## src/rtl/trap_sequencer_pkg.sv

```systemverilog
// Shared constants for the trap/return sequencer: instruction encodings,
// CSR addresses, mstatus bit positions, trap causes and FSM state encoding.
package trap_sequencer_pkg;

  localparam logic [31:0] INST_ECALL = 32'h0000_0073;
  localparam logic [31:0] INST_MRET  = 32'h3020_0073;

  localparam logic [11:0] CSR_MSTATUS = 12'h300;
  localparam logic [11:0] CSR_MTVEC   = 12'h305;
  localparam logic [11:0] CSR_MEPC    = 12'h341;
  localparam logic [11:0] CSR_MCAUSE  = 12'h342;

  localparam int MSTATUS_MIE  = 3;
  localparam int MSTATUS_MPIE = 7;

  localparam logic [31:0] CAUSE_ECALL   = 32'd11;
  localparam logic [31:0] CAUSE_EXT_IRQ = 32'h8000_000B;

  typedef enum logic [2:0] {
    IDLE      = 3'd0,
    W_MEPC    = 3'd1,
    W_MCAUSE  = 3'd2,
    W_MSTATUS = 3'd3,
    W_MRET    = 3'd4,
    JUMP      = 3'd5
  } state_t;

endpackage

```

## src/rtl/trap_sequencer.sv

```systemverilog
// Trap/return sequencer: stalls decode, writes mepc/mcause/mstatus one per cycle,
// then pulses a redirect. External interrupts are taken only when TRAP_EXT_IRQ_EN is defined.
//
// state     | meaning
// IDLE      | waiting for ECALL / MRET / interrupt in decode
// W_MEPC    | writing trapping PC to mepc
// W_MCAUSE  | writing trap cause to mcause
// W_MSTATUS | stacking MIE into MPIE, clearing MIE, latching mtvec target
// W_MRET    | restoring MIE from MPIE, setting MPIE
// JUMP      | one-cycle redirect to pc_q
module trap_sequencer
  import trap_sequencer_pkg::*;
#(
  parameter int ADDR_WIDTH     = 32,
  parameter int DATA_WIDTH     = 32,
  parameter int CSR_ADDR_WIDTH = 12
) (
  input  logic                      clk_i,
  input  logic                      rst_i,
  input  logic [DATA_WIDTH-1:0]     inst_i,
  input  logic [ADDR_WIDTH-1:0]     inst_addr_i,
  input  logic                      irq_i,
  input  logic [DATA_WIDTH-1:0]     mstatus_i,
  input  logic [ADDR_WIDTH-1:0]     mtvec_i,
  input  logic [ADDR_WIDTH-1:0]     mepc_i,
  output logic                      csr_we_o,
  output logic [CSR_ADDR_WIDTH-1:0] csr_waddr_o,
  output logic [DATA_WIDTH-1:0]     csr_wdata_o,
  output logic                      hold_o,
  output logic                      int_enable_o,
  output logic [ADDR_WIDTH-1:0]     int_addr_o
);

  state_t                state, state_next;
  logic [ADDR_WIDTH-1:0] pc_q, pc_d;
  logic [DATA_WIDTH-1:0] cause_q, cause_d;
  logic                  is_ecall, is_mret, is_irq, trap_det;
  logic [1:0]            unused_mtvec_mode;

  assign is_ecall = (inst_i == DATA_WIDTH'(INST_ECALL));
  assign is_mret  = (inst_i == DATA_WIDTH'(INST_MRET));

`ifdef TRAP_EXT_IRQ_EN
  assign is_irq = irq_i & mstatus_i[MSTATUS_MIE];
`else
  logic unused_irq;
  assign unused_irq = irq_i;
  assign is_irq     = 1'b0;
`endif

  // Only direct-mode vectoring is supported, so the mode bits are dropped.
  assign unused_mtvec_mode = mtvec_i[1:0];

  assign trap_det = rst_i & (state == IDLE) & (is_ecall | is_mret | is_irq);
  assign hold_o   = (state != IDLE) | trap_det;

  always_ff @(posedge clk_i) begin
    if (!rst_i) begin
      state   <= IDLE;
      pc_q    <= '0;
      cause_q <= '0;
    end else begin
      state   <= state_next;
      pc_q    <= pc_d;
      cause_q <= cause_d;
    end
  end

  always_comb begin
    state_next   = state;
    pc_d         = pc_q;
    cause_d      = cause_q;
    csr_we_o     = 1'b0;
    csr_waddr_o  = '0;
    csr_wdata_o  = '0;
    int_enable_o = 1'b0;
    int_addr_o   = '0;
    case (state)
      IDLE: begin
        if (is_ecall) begin
          pc_d       = inst_addr_i;
          cause_d    = DATA_WIDTH'(CAUSE_ECALL);
          state_next = W_MEPC;
        end else if (is_mret) begin
          pc_d       = mepc_i;
          state_next = W_MRET;
        end else if (is_irq) begin
          pc_d       = inst_addr_i;
          cause_d    = DATA_WIDTH'(CAUSE_EXT_IRQ);
          state_next = W_MEPC;
        end
      end
      W_MEPC: begin
        csr_we_o    = 1'b1;
        csr_waddr_o = CSR_ADDR_WIDTH'(CSR_MEPC);
        csr_wdata_o = DATA_WIDTH'(pc_q);
        state_next  = W_MCAUSE;
      end
      W_MCAUSE: begin
        csr_we_o    = 1'b1;
        csr_waddr_o = CSR_ADDR_WIDTH'(CSR_MCAUSE);
        csr_wdata_o = cause_q;
        state_next  = W_MSTATUS;
      end
      W_MSTATUS: begin
        csr_we_o                  = 1'b1;
        csr_waddr_o               = CSR_ADDR_WIDTH'(CSR_MSTATUS);
        csr_wdata_o               = mstatus_i;
        csr_wdata_o[MSTATUS_MPIE] = mstatus_i[MSTATUS_MIE];
        csr_wdata_o[MSTATUS_MIE]  = 1'b0;
        pc_d                      = {mtvec_i[ADDR_WIDTH-1:2], 2'b00};
        state_next                = JUMP;
      end
      W_MRET: begin
        csr_we_o                  = 1'b1;
        csr_waddr_o               = CSR_ADDR_WIDTH'(CSR_MSTATUS);
        csr_wdata_o               = mstatus_i;
        csr_wdata_o[MSTATUS_MIE]  = mstatus_i[MSTATUS_MPIE];
        csr_wdata_o[MSTATUS_MPIE] = 1'b1;
        state_next                = JUMP;
      end
      JUMP: begin
        int_enable_o = 1'b1;
        int_addr_o   = pc_q;
        state_next   = IDLE;
      end
      default: state_next = IDLE;
    endcase
  end

endmodule

```

## config.mk

```make
export PLATFORM = sky130hd
export DESIGN_NAME = trap_sequencer
export DESIGN_NICKNAME = d
export VERILOG_FILES = /design/src/rtl/trap_sequencer_pkg.sv /design/src/rtl/trap_sequencer.sv
export SDC_FILE = /design/constraint.sdc
export NUM_CORES = 1
export LEC_CHECK = 0
export ABC_AREA = 1
export BUFFER_PORTS_ARGS = -buffer_cell sky130_fd_sc_hd__buf_2
export CAP_MARGIN = 10
export CORE_AREA = 2 2 93 95
export DETAILED_ROUTE_END_ITERATION = 10
export DIE_AREA = 0 0 95 97
export PLACE_DENSITY = 0.9
export SLEW_MARGIN = 20
export SYNTH_ARGS = -nofsm -noshare
export SYNTH_HDL_FRONTEND = slang
export SYNTH_SLANG_ARGS = --single-unit
```

## constraint.sdc

```tcl
create_clock -name clk_i -period 4.4 [get_ports clk_i]
set_clock_uncertainty 0.15 [all_clocks]
set_input_delay 0.88 -clock clk_i [delete_from_list [all_inputs] [get_ports clk_i]]
set_output_delay 0.88 -clock clk_i [all_outputs]
set_load 0.03 [all_outputs]
```

==> report_table.html <==
<table>
<tr><th>Metric</th><th>Value</th></tr>
<tr><th colspan="2">Detailed routing</th></tr>
<tr><td>Final routed wire length divided by cell count</td><td>11.1 um</td></tr>
<tr><td>WL final</td><td>11400 um</td></tr>
<tr><td>Vias after detailed routing</td><td>4596</td></tr>
<tr><td>Drt initial violations</td><td>187</td></tr>
<tr><td>Antenna-violating nets left</td><td>0</td></tr>
<tr><td>Post-route DRC</td><td>0</td></tr>
<tr><td>Via density per instance</td><td>4.49</td></tr>
<tr><td>Pre-Repair DR Iteration Count</td><td>5</td></tr>
<tr><th colspan="2">Clocking</th></tr>
<tr><td>Clock-pin slew on the worst setup and hold paths</td><td>0.07 ns</td></tr>
<tr><td>Library cell used as clock root buffer</td><td>clkbuf_8</td></tr>
<tr><td>Total CTS buffers</td><td>5</td></tr>
<tr><td>Number of hold buffers added after CTS</td><td>0</td></tr>
<tr><td>Number of gates resized after cts</td><td>0</td></tr>
<tr><td>Skew-Pair Late Insertion Delay</td><td>0.28 ns</td></tr>
<tr><td>CTS H-Tree Depth</td><td>2</td></tr>
<tr><td>Clock tree from TritonCTS</td><td>done</td></tr>
<tr><td>Count of buffers added by post-CTS timing repair for setup</td><td>0</td></tr>
<tr><td>Number of sinks handled by clock tree synthesis</td><td>36</td></tr>
<tr><td>Clock tree buffer depth</td><td>2</td></tr>
<tr><th colspan="2">STA</th></tr>
<tr><td>Number of setup violations in the final report</td><td>0</td></tr>
<tr><td>Fmax</td><td>301 MHz</td></tr>
<tr><td>Unrepaired setup endpoints after global routing</td><td>no</td></tr>
<tr><td>Final max-slew violation count</td><td>0</td></tr>
<tr><td>Part of the cycle the worst path needs</td><td>0.755</td></tr>
<tr><td>Final critical-path setup slack</td><td>1.08 ns</td></tr>
<tr><td>TNS Setup</td><td>0 ns</td></tr>
<tr><td>Worst slew pin tran</td><td>1.08 ns</td></tr>
<tr><td>Number of hold-slack violations in the final timing report</td><td>0</td></tr>
<tr><td>Slew margin rel.</td><td>0.279</td></tr>
<tr><td>Min Tclk post-route</td><td>3.32 ns</td></tr>
<tr><th colspan="2">Setup path</th></tr>
<tr><td>Worst reg2reg setup slack</td><td>1.62 ns</td></tr>
<tr><td>Worst reg2reg path depth</td><td>8</td></tr>
<tr><td>CP dominant cell by count</td><td>nand2_1</td></tr>
<tr><td>Number of buffer and inverter stages on the critical path</td><td>3</td></tr>
<tr><td>Kind of critical path</td><td>in2out</td></tr>
<tr><td>Largest fanout on the critical path</td><td>13</td></tr>
<tr><td>CP Launch Type</td><td>input port</td></tr>
<tr><td>Capture instance of the worst register-to-register path</td><td>pc_q[21]$_SDFFE_PN0P_</td></tr>
<tr><td>Slowest Stage Delay on Critical Path</td><td>0.54 ns</td></tr>
<tr><td>Startpoint of the worst-slack reg-to-reg timing path</td><td>state[0]$_SDFFE_PN0P_</td></tr>
<tr><td>Slowest-stage cell, CP</td><td>nor2_2</td></tr>
<tr><td>Cell breakdown of the critical path</td><td>buf_2 &gt; inv_1 &gt; nand2_1 &gt; nor2_1 &gt; nand2_1 &gt; nor2_2 &gt; nand2_1 &gt; o21ai_0 &gt; buf_2</td></tr>
<tr><td>Data required time at the worst endpoint</td><td>3.37 ns</td></tr>
<tr><td>Crit path capture type</td><td>output pin</td></tr>
<tr><td>Family of cells with the greatest summed delay on the critical path</td><td>simple AND/OR/NAND/NOR gates</td></tr>
<tr><td>CP Data Arrival Time</td><td>2.29 ns</td></tr>
<tr><th colspan="2">Min path</th></tr>
<tr><td>Hold path endpoint</td><td>pc_q[1]$_SDFFE_PN0P_</td></tr>
<tr><td>Class of the worst hold path</td><td>reg2reg</td></tr>
<tr><td>Hold path start</td><td>pc_q[1]$_SDFFE_PN0P_</td></tr>
<tr><td>Hold Path Cell Cnt</td><td>2</td></tr>
<tr><th colspan="2">Floorplanning</th></tr>
<tr><td>Die span in x</td><td>95 um</td></tr>
<tr><td>Die Ht</td><td>97 um</td></tr>
<tr><td>Standard-cell rows</td><td>33</td></tr>
<tr><td>Effective utilization at floorplan</td><td>0.431</td></tr>
<tr><td>Area of the die</td><td>9220 um^2</td></tr>
<tr><td>Placeable core region</td><td>8130 um^2</td></tr>
<tr><td>IO Count</td><td>242</td></tr>
<tr><th colspan="2">Yosys</th></tr>
<tr><td>Synthesized area per cell</td><td>4.93 um^2</td></tr>
<tr><td>Cell type with the largest total area after synthesis</td><td>nand2_1</td></tr>
<tr><td>YS warnings</td><td>0</td></tr>
<tr><td>Post-synth ARST share</td><td>0</td></tr>
<tr><td>Post-synth EDFFs</td><td>0</td></tr>
<tr><td>Post-synthesis instance area</td><td>3500 um^2</td></tr>
<tr><td>Top-count cell post-synth</td><td>nand2_1</td></tr>
<tr><td>Most area-consuming cells after synthesis</td><td>nand2_1 (24%), dfxtp_1 (21%), nor2_1 (17%), inv_1 (13%), nand3_1 (9.0%)</td></tr>
<tr><td>Synthesized instance count</td><td>711</td></tr>
<tr><td>Sequential fraction of the synthesis area</td><td>0.206</td></tr>
<tr><td>Distinct cell type count after synthesis</td><td>23</td></tr>
<tr><td>Register bit total from synthesis</td><td>36</td></tr>
<tr><td>Dominant synthesized flop cell</td><td>dfxtp_1</td></tr>
<tr><td>Leading post-synthesis cells by instance count</td><td>nand2_1 (223), nor2_1 (159), inv_1 (125), nand3_1 (63), dfxtp_1 (36)</td></tr>
<tr><td>Yosys top cell area share</td><td>0.239</td></tr>
<tr><th colspan="2">Power</th></tr>
<tr><td>Leakage</td><td>2.88 nW</td></tr>
<tr><td>Cell area power density</td><td>292 nW/um^2</td></tr>
<tr><td>Combinational group share of total power</td><td>0.538</td></tr>
<tr><td>Internal power</td><td>0.721 mW</td></tr>
<tr><td>Proportion of power drawn by the clock network</td><td>0.205</td></tr>
<tr><td>Worst ir drop on vdd</td><td>147 uV</td></tr>
<tr><td>Flop pwr share</td><td>0.257</td></tr>
<tr><td>NetSw</td><td>0.663 mW</td></tr>
<tr><td>Switching power as a share of total power</td><td>0.479</td></tr>
<tr><th colspan="2">Finish</th></tr>
<tr><td>Ant. Diodes</td><td>0</td></tr>
<tr><td>Post-route design area</td><td>4740 um^2</td></tr>
<tr><td>Number of non-filler instances in the completed layout</td><td>1023</td></tr>
<tr><td>Net count of the finished layout</td><td>1080</td></tr>
<tr><td>Fraction of final layout cells sized beyond drive strength 1</td><td>0.279</td></tr>
<tr><td>Finished Core Util</td><td>0.583</td></tr>
<tr><td>Area Overhead vs Synth</td><td>35.3%</td></tr>
<tr><th colspan="2">GRT</th></tr>
<tr><td>Aggregate global-route resource usage</td><td>0.240</td></tr>
<tr><td>Antenna violations before repair</td><td>0</td></tr>
<tr><td>Global-route wire length before repair</td><td>17900 um</td></tr>
<tr><td>Largest net degree at the start of global routing</td><td>35</td></tr>
<tr><td>Number of global-route vias before repair</td><td>4087</td></tr>
<tr><td>Total gr overflow</td><td>0</td></tr>
<tr><th colspan="2">Placement</th></tr>
<tr><td>Half-perimeter wire length of the detailed placement result</td><td>8940 um</td></tr>
<tr><td>Post-placement cell area</td><td>4630 um^2</td></tr>
<tr><td>Number of port buffers</td><td>231</td></tr>
<tr><td>DP Worst Slack</td><td>1.01 ns</td></tr>
<tr><td>Inst Count DP</td><td>1015</td></tr>
<tr><td>Final Wtd Congestion</td><td>0.915</td></tr>
<tr><th colspan="2">Outcome</th></tr>
<tr><td>Result of the run</td><td>finished, final reports clean</td></tr>
<tr><th colspan="2">Job</th></tr>
<tr><td>Reported max-cap violation count</td><td>0</td></tr>
</table>
==> kinds of logic after synthesis <==
logic type      Yosys count  share of synthesized area
buf+inv                 176                      0.207
compound gates           40                     0.0611
other cells               1                    0.00107
flops                    36                      0.206
simple gates            458                      0.525
==> cell type report <==
type | count | area, um^2
Fill cell | 867 | 3400
Multi-Input combinational cell | 505 | 2080
Timing Repair Buffer | 237 | 1200
Sequential cell | 36 | 721
Inverter | 132 | 495
Tap cell | 105 | 131
Clock buffer | 6 | 72.6
Clock inverter | 2 | 35.0
==> worst max path at each step <==
| stage | end | cells past startpoint | from | slack [ns] |
|---|---|---|---|---|
| global placement | pc_q[25]$_SDFFE_PN0P_ | 12 | inst_i[14] | 1.07 |
| detailed placement | pc_q[25]$_SDFFE_PN0P_ | 12 | inst_i[14] | 1.01 |
| floorplan | hold_o | 8 | inst_i[14] | 1.12 |
| global route | hold_o | 9 | inst_i[11] | 0.89 |
| finish | hold_o | 9 | inst_i[14] | 1.08 |
| CTS | hold_o | 9 | inst_i[14] | 1.07 |
==> sequential cells by signal, summed over array words and instances, names as in the netlist <==
| name | flops |
|---|---|
| pc_q | 32 |
| state | 3 |
| cause_q | 1 |
==> worst reg2reg max path: stages, from the launching register on <==
cell     delay (ns)
dfxtp_1        0.36
inv_2          0.07
nor3_4         0.27
buf_4          0.34
inv_2          0.29
nand2_1        0.82
nand2_1        0.11
nor2_1         0.19
nor2_1         0.06
==> power by group through the flow <==
stage                     Clock [mW]  Sequential [mW]  Combinational [mW]
after floorplan                    0            0.361               0.532
after global placement             0            0.362               0.736
after detailed placement           0            0.363               0.741
after CTS                      0.289            0.356               0.743
after global routing           0.307            0.358               0.812
final                          0.284            0.356               0.744
==> through the flow <==
step                      hold WS [ns]  power, mW
after floorplan                  0.280      0.893
after detailed placement         0.303       1.10
after CTS                        0.313       1.39
after global placement           0.290       1.10
final                            0.317       1.38
after global routing             0.351       1.48
==> metal layers <==
layer	up-vias	part of all wire	routed length, um	global-route usage
li1	2490	-	-	-
met1	1903	0.42	4820	0.285
met2	173	0.47	5400	0.426
met3	30	0.073	833	0.0374
met4	0	0.028	321	0.0925
met5	-	0	0	0
==> layout by cell type (no fill, tap or decap) <==
cell type	instances
a21oi_1	6
a221o_1	1
a31oi_1	1
and2_1	1
buf_2	231
buf_4	6
bufinv_16	1
clkbuf_1	1
clkbuf_8	5
clkinv_2	1
conb_1	7
dfxtp_1	36
inv_1	125
inv_2	7
nand2_1	223
nand3_1	63
nand3_2	1
nand4_1	4
nor2_1	158
nor2_2	3
nor3_1	4
nor3_4	1
o211ai_1	3
o21ai_0	1
o21ai_1	28
Note: power is estimated with default switching activity, not from simulation.
